$ cat src/rtl/mem_access_stage.sv
`default_nettype none
// ============================================================================
// Module      : mem_access_stage
// Description : Pipeline MEM stage; drives one req/addr_ok/data_ok SRAM
//               transaction at a time and hands results to WB.
// Revision    : 1.0
// ============================================================================
module mem_access_stage (
    input  logic         clk,
    input  logic         reset,
    input  logic [110:0] EX_to_MEM_bus,
    input  logic         EX_to_MEM_valid,
    output logic         MEM_allow_in,
    output logic         MEM_to_WB_valid,
    input  logic         WB_allow_in,
    output logic [112:0] MEM_to_WB_bus,
    output logic [39:0]  MEM_to_BY_bus,
    output logic         data_sram_req,
    output logic         data_sram_wr,
    output logic [3:0]   data_sram_wstrb,
    output logic [31:0]  data_sram_addr,
    output logic [31:0]  data_sram_wdata,
    input  logic         data_sram_addr_ok,
    input  logic         data_sram_data_ok,
    input  logic [31:0]  data_sram_rdata
);

    typedef enum logic [1:0] {
        ST_IDLE      = 2'd0,
        ST_WAIT_ADDR = 2'd1,
        ST_WAIT_DATA = 2'd2,
        ST_DONE      = 2'd3
    } state_t;

    state_t        r_state;
    state_t        w_state_nxt;
    logic          r_valid;
    logic [110:0]  r_bus;
    logic [31:0]   r_rdata_buf;

    logic          w_new_instr;
    logic          w_capture;
    logic          w_mem_op;
    logic          w_in_mem_op;
    logic          w_ready_go;
    logic [3:0]    w_byte_en;
    logic [3:0]    w_in_byte_en;

    // Staged instruction fields
    logic [2:0]    w_stage;
    logic          w_sel_en;
    logic          w_sel_data;
    logic [1:0]    w_wd;
    logic          w_ext;
    logic          w_re;
    logic          w_we;
    logic [31:0]   w_store_data;
    logic [4:0]    w_waddr;
    logic [31:0]   w_alu;
    logic [31:0]   w_pc;
    logic [31:0]   w_fwd_data;
    logic          w_fwd_valid;

    // Zero result means the access is misaligned for its width.
    function automatic logic [3:0] f_byte_en(input logic [1:0] wd, input logic [1:0] lo);
        logic [3:0] be;
        be = 4'b0000;
        if (wd[1]) begin
            case (lo)
                2'd0: be = 4'b0001;
                2'd1: be = 4'b0010;
                2'd2: be = 4'b0100;
                2'd3: be = 4'b1000;
            endcase
        end else if (wd[0]) begin
            if (!lo[0]) begin
                be = lo[1] ? 4'b1100 : 4'b0011;
            end
        end else if (lo == 2'b00) begin
            be = 4'b1111;
        end
        return be;
    endfunction

    assign w_stage      = r_bus[110:108];
    assign w_sel_en     = r_bus[107];
    assign w_sel_data   = r_bus[106];
    assign w_wd         = r_bus[105:104];
    assign w_ext        = r_bus[103];
    assign w_re         = r_bus[102];
    assign w_we         = r_bus[101];
    assign w_store_data = r_bus[100:69];
    assign w_waddr      = r_bus[68:64];
    assign w_alu        = r_bus[63:32];
    assign w_pc         = r_bus[31:0];

    assign w_byte_en    = f_byte_en(w_wd, w_alu[1:0]);
    assign w_mem_op     = r_valid & (w_re | w_we) & (w_byte_en != 4'b0000);

    // Decide the entry state from the incoming instruction itself.
    assign w_in_byte_en = f_byte_en(EX_to_MEM_bus[105:104], EX_to_MEM_bus[33:32]);
    assign w_in_mem_op  = (EX_to_MEM_bus[102] | EX_to_MEM_bus[101]) & (w_in_byte_en != 4'b0000);

    assign w_ready_go      = ~w_mem_op | (r_state == ST_DONE);
    assign MEM_allow_in    = ~r_valid | (w_ready_go & WB_allow_in);
    assign MEM_to_WB_valid = r_valid & w_ready_go;
    assign w_new_instr     = EX_to_MEM_valid & MEM_allow_in;

    always_comb begin
        w_state_nxt   = r_state;
        w_capture     = 1'b0;
        data_sram_req = 1'b0;
        if (r_state == ST_WAIT_ADDR) begin
            data_sram_req = 1'b1;
        end
        if (w_new_instr) begin
            w_state_nxt = w_in_mem_op ? ST_WAIT_ADDR : ST_IDLE;
        end else begin
            case (r_state)
                ST_WAIT_ADDR: begin
                    if (data_sram_addr_ok) begin
                        w_state_nxt = ST_WAIT_DATA;
                    end
                end
                ST_WAIT_DATA: begin
                    if (data_sram_data_ok) begin
                        w_state_nxt = ST_DONE;
                        w_capture   = 1'b1;
                    end
                end
                ST_DONE: begin
                    if (WB_allow_in) begin
                        w_state_nxt = ST_IDLE;
                    end
                end
                default: begin
                    w_state_nxt = r_state;
                end
            endcase
        end
    end

    always_ff @(posedge clk) begin
        if (reset) begin
            r_state <= ST_IDLE;
        end else begin
            r_state <= w_state_nxt;
        end
    end

    always_ff @(posedge clk) begin
        if (reset) begin
            r_valid     <= 1'b0;
            r_bus       <= '0;
            r_rdata_buf <= 32'd0;
        end else begin
            if (MEM_allow_in) begin
                r_valid <= EX_to_MEM_valid;
            end
            if (w_new_instr) begin
                r_bus <= EX_to_MEM_bus;
            end
            if (w_capture) begin
                r_rdata_buf <= data_sram_rdata;
            end
        end
    end

    // Request fields come straight from the stage register, so they stay
    // stable for as long as the stage is stalled waiting on addr_ok.
    assign data_sram_addr  = {w_alu[31:2], 2'b00};
    assign data_sram_wr    = w_we;
    assign data_sram_wstrb = w_we ? w_byte_en : 4'b0000;

    always_comb begin
        if (w_wd[1]) begin
            data_sram_wdata = {4{w_store_data[7:0]}};
        end else if (w_wd[0]) begin
            data_sram_wdata = {2{w_store_data[15:0]}};
        end else begin
            data_sram_wdata = w_store_data;
        end
    end

    assign MEM_to_WB_bus = {w_stage, w_sel_en, w_sel_data, w_wd, w_ext,
                            w_byte_en, r_rdata_buf, w_waddr, w_alu, w_pc};

    assign w_fwd_data    = (w_waddr == 5'd0) ? 32'd0 : w_alu;
    assign w_fwd_valid   = r_valid & ~w_sel_data & (w_stage[0] | w_stage[1]);
    assign MEM_to_BY_bus = {w_waddr, w_fwd_data, w_fwd_valid, r_valid, w_sel_en};

endmodule
`default_nettype wire

$ cat config.mk
export PLATFORM = sky130hd
export DESIGN_NAME = mem_access_stage
export DESIGN_NICKNAME = d
export VERILOG_FILES = /design/src/rtl/mem_access_stage.sv
export SDC_FILE = /design/constraint.sdc
export NUM_CORES = 1
export LEC_CHECK = 0
export CORE_AREA = 4 4 145 147
export DETAILED_ROUTE_END_ITERATION = 12
export DIE_AREA = 0 0 149 151
export MAX_ROUTING_LAYER = met4
export PLACE_DENSITY = 0.85
export SLEW_MARGIN = 20
export SYNTH_ARGS = -nofsm -noshare
export SYNTH_HDL_FRONTEND = slang
export SYNTH_SLANG_ARGS = --single-unit
$ cat constraint.sdc
create_clock -name clk -period 2.9 [get_ports clk]
set_input_delay 0.29 -clock clk [delete_from_list [all_inputs] [get_ports clk]]
set_output_delay 0.29 -clock clk [all_outputs]
set_load 0.01 [all_outputs]
==> flow_summary.ini <==
[layout]
nets = 1268
post-route-util_pct = 56.9
syn2layout_area_growth_pct = 45.6
stdcell_area_um2 = 11300
drive_above_1_share_pct = 5.41
multi_input_area_um2 = 3510
fillers = 1775
antennaDiodeCount = 0
final-seq-area_um2 = 2920

[clock_network]
cts_tree = done
post-cts-setup-buffer-count = 0
path_clk_slew_ps = 70
clkSinkCount = 146
ctsResizeCount = 0
clockRootBuffer = clkbuf_16
clk-insertion-delay-late_ps = 420
cts_buffer_depth = 2
htreeDepth = 4
numCtsBuffers = 17
cts_hold_buf = 0

[timing]
worst_pin_slew_ps = 1040
fmax_mhz = 372
rsz0062_at_grt = no
finalCriticalPeriod_ps = 2690
period_share_pct = 92.8
max_slew_margin_pct = 30.8
finalHoldViolations = 0
drv_slew = 0
worst_slack_ps = 209
fin_skew_ps = 11.1
setup_viol = 0
final.setup.tns_ps = 0

[pwr]
power_leakage_nw = 3.80
p_per_area_nw_per_um2 = 518
total_power_mw = 5.86
peakVddDrop_v = 0.000370

[global_routing]
antenna_found_initial = 0
grt_pass1_wl_mm = 39.2
grt_usage_pct = 22.6
grt_pass1_vias = 7175
grt_max_degree = 114
overflow = 0

[routing]
drt-initial-drc-count = 421
via_per_inst = 5.22
first_pass_iters = 5
wirelength_mm = 26.0
num_vias = 7302
ant_nets = 0
remaining_drc_errors = 0
wire_per_inst_um = 18.6

[logic_synthesis]
yosysSeqAreaShare_pct = 37.6
syn_area_um2 = 7770
synth_cells = 930
ys_ff_latch = 146
yosysUniqueCellTypes = 36
syn_avg_cell_area_um2 = 8.36
yosysWarnings = 0

[floorplanning]
die-area_um2 = 22500
start_util_pct = 39.1
rows = 52
core_region_area_um2 = 19900
die_x_um = 149
die-height_um = 151
pin_count = 374

[setup_path]
crit_required_ps = 2610
crit_fanout = 28
cp.arrival_ps = 2400
setup.worst_path.end_class = output port
critPathLaunchType = flip-flop
critPathKind = reg2out

[placed_design]
dp_hpwl_mm = 18.0
port_buffers = 371
place_congestion = 0.821
place_ws_ps = 335
place_area_um2 = 10700

[hold_path]
worstHoldPathType = in2reg

[status]
status = complete, no violations

[flow_run]
maxCapViolCount = 0
[cell families (layout without fill, tap and decap cells)]
| group | count (synthesis) | in the layout | synth area share, % |
|---|---|---|---|
| multiplexers | 48 | 48 | 6.31 |
| buffers and inverters | 234 | 431 | 17.8 |
| AO/OA/AOI/OAI | 250 | 250 | 20.1 |
| XOR/XNOR | 3 | 3 | 0.338 |
| flip-flops | 146 | 146 | 37.6 |
| AND/OR/NAND/NOR | 245 | 245 | 17.3 |
| other | 1 | 2 | 0.0482 |
| adder cells (fa/ha/maj) | 3 | 3 | 0.483 |
[routing by layer]
| layer | wire length (um) | global-route usage (%) | vias to the layer above |
|---|---|---|---|
| met4 | 711 | 8.05 | 0 |
| li1 | - | - | 3512 |
| met3 | 1750 | 4.97 | 46 |
| met1 | 10400 | 26.4 | 3420 |
| met5 | 0 | - | - |
| met2 | 13100 | 38.3 | 324 |
[registers in the layout, indices dropped and copies added (netlist names)]
signal and cells:
r_state 2, r_rdata_buf 32, r_bus 111, r_valid 1
[power by group]
group          total (mW)  switching, mW  internal, mW
registers            2.21         0.0926          2.12
logic                1.31          0.624         0.690
clock network        2.34          0.954          1.38
total                5.86           1.67          4.19
[cell usage in the layout (no fill, tap or decap), types with 2 or more instances in the layout]
cell type and instances:
xor2_1 2, clkdlybuf4s50_1 370, bufinv_16 3, o21ai_0 16, nor2b_1 36, dfxtp_1 146, buf_12 5, conb_1 2
nand2b_1 66, nand3_1 112, o211ai_1 111, nor2_1 9, a21oi_1 114, mux2_2 8, inv_6 5, nand2_1 9
and2_1 4, mux2i_1 40, clkbuf_16 17, clkinvlp_4 2, ha_1 3, nor3_1 2, inv_8 3, inv_1 15
buf_4 10
[cell type report]
| type | count | share of cell area, % |
|---|---|---|
| multi-input cells | 551 | 31.0 |
| repair buffers | 385 | 34.3 |
| clock buffers | 17 | 3.76 |
| inverters | 15 | 0.497 |
| well taps | 270 | 2.98 |
| clock inverters | 14 | 1.69 |
| flip-flops and latches | 146 | 25.8 |
[per-stage QoR]
step	instances	hold WS, ps
final	1398	432
after global routing	1398	430
after CTS	1398	411
after detailed placement	1367	457
after global placement	1367	450
after floorplan	931	444
[Yosys cell counts]
cell,count,area [um2]
a2111o_1,1,11.3
a2111oi_0,1,8.76
a21oi_1,115,576
a221oi_1,1,8.76
and2_1,4,25.0
and3_1,1,6.26
and4_1,1,8.76
buf_1,17,63.8
buf_2,3,15.0
buf_4,126,946
buf_6,4,45.0
clkbuf_1,69,259
conb_1,1,3.75
dfxtp_1,146,2920
ha_1,3,37.5
inv_1,15,56.3
mux2_2,8,90.1
mux2i_1,40,400
nand2_1,9,33.8
nand2b_1,66,413
nand3_1,112,561
nand3b_1,1,7.51
nor2_1,11,41.3
nor2b_1,36,225
nor3_1,2,10.0
o211ai_1,111,833
o21a_1,1,7.51
o21ai_0,16,80.1
o22ai_1,1,6.26
o311ai_2,1,16.3
o31ai_1,1,7.51
o41ai_1,1,8.76
or3_1,1,6.26
or4_1,1,7.51
xnor2_1,1,8.76
xor2_1,2,17.5
[worst max-delay path: stages, from the launching register on]
cell and delay (ps):
dfxtp_1 340, ha_1 290, or3_4 560, o21a_1 250, clkdlybuf4s50_1 540
[path summary, 6_finish.rpt]
| check | startpoint | end | slack (ps) | depth (start not counted) |
|---|---|---|---|---|
| setup reg to reg | r_state[0] | r_rdata_buf[19] | 550 | 4 |
| setup / recovery | r_state[0] | MEM_allow_in | 210 | 4 |
| hold reg to reg | r_bus[29] | r_bus[29] | 470 | 2 |
| hold / removal | data_sram_rdata[10] | r_rdata_buf[10] | 430 | 3 |
(Power assumes the default switching activity.)
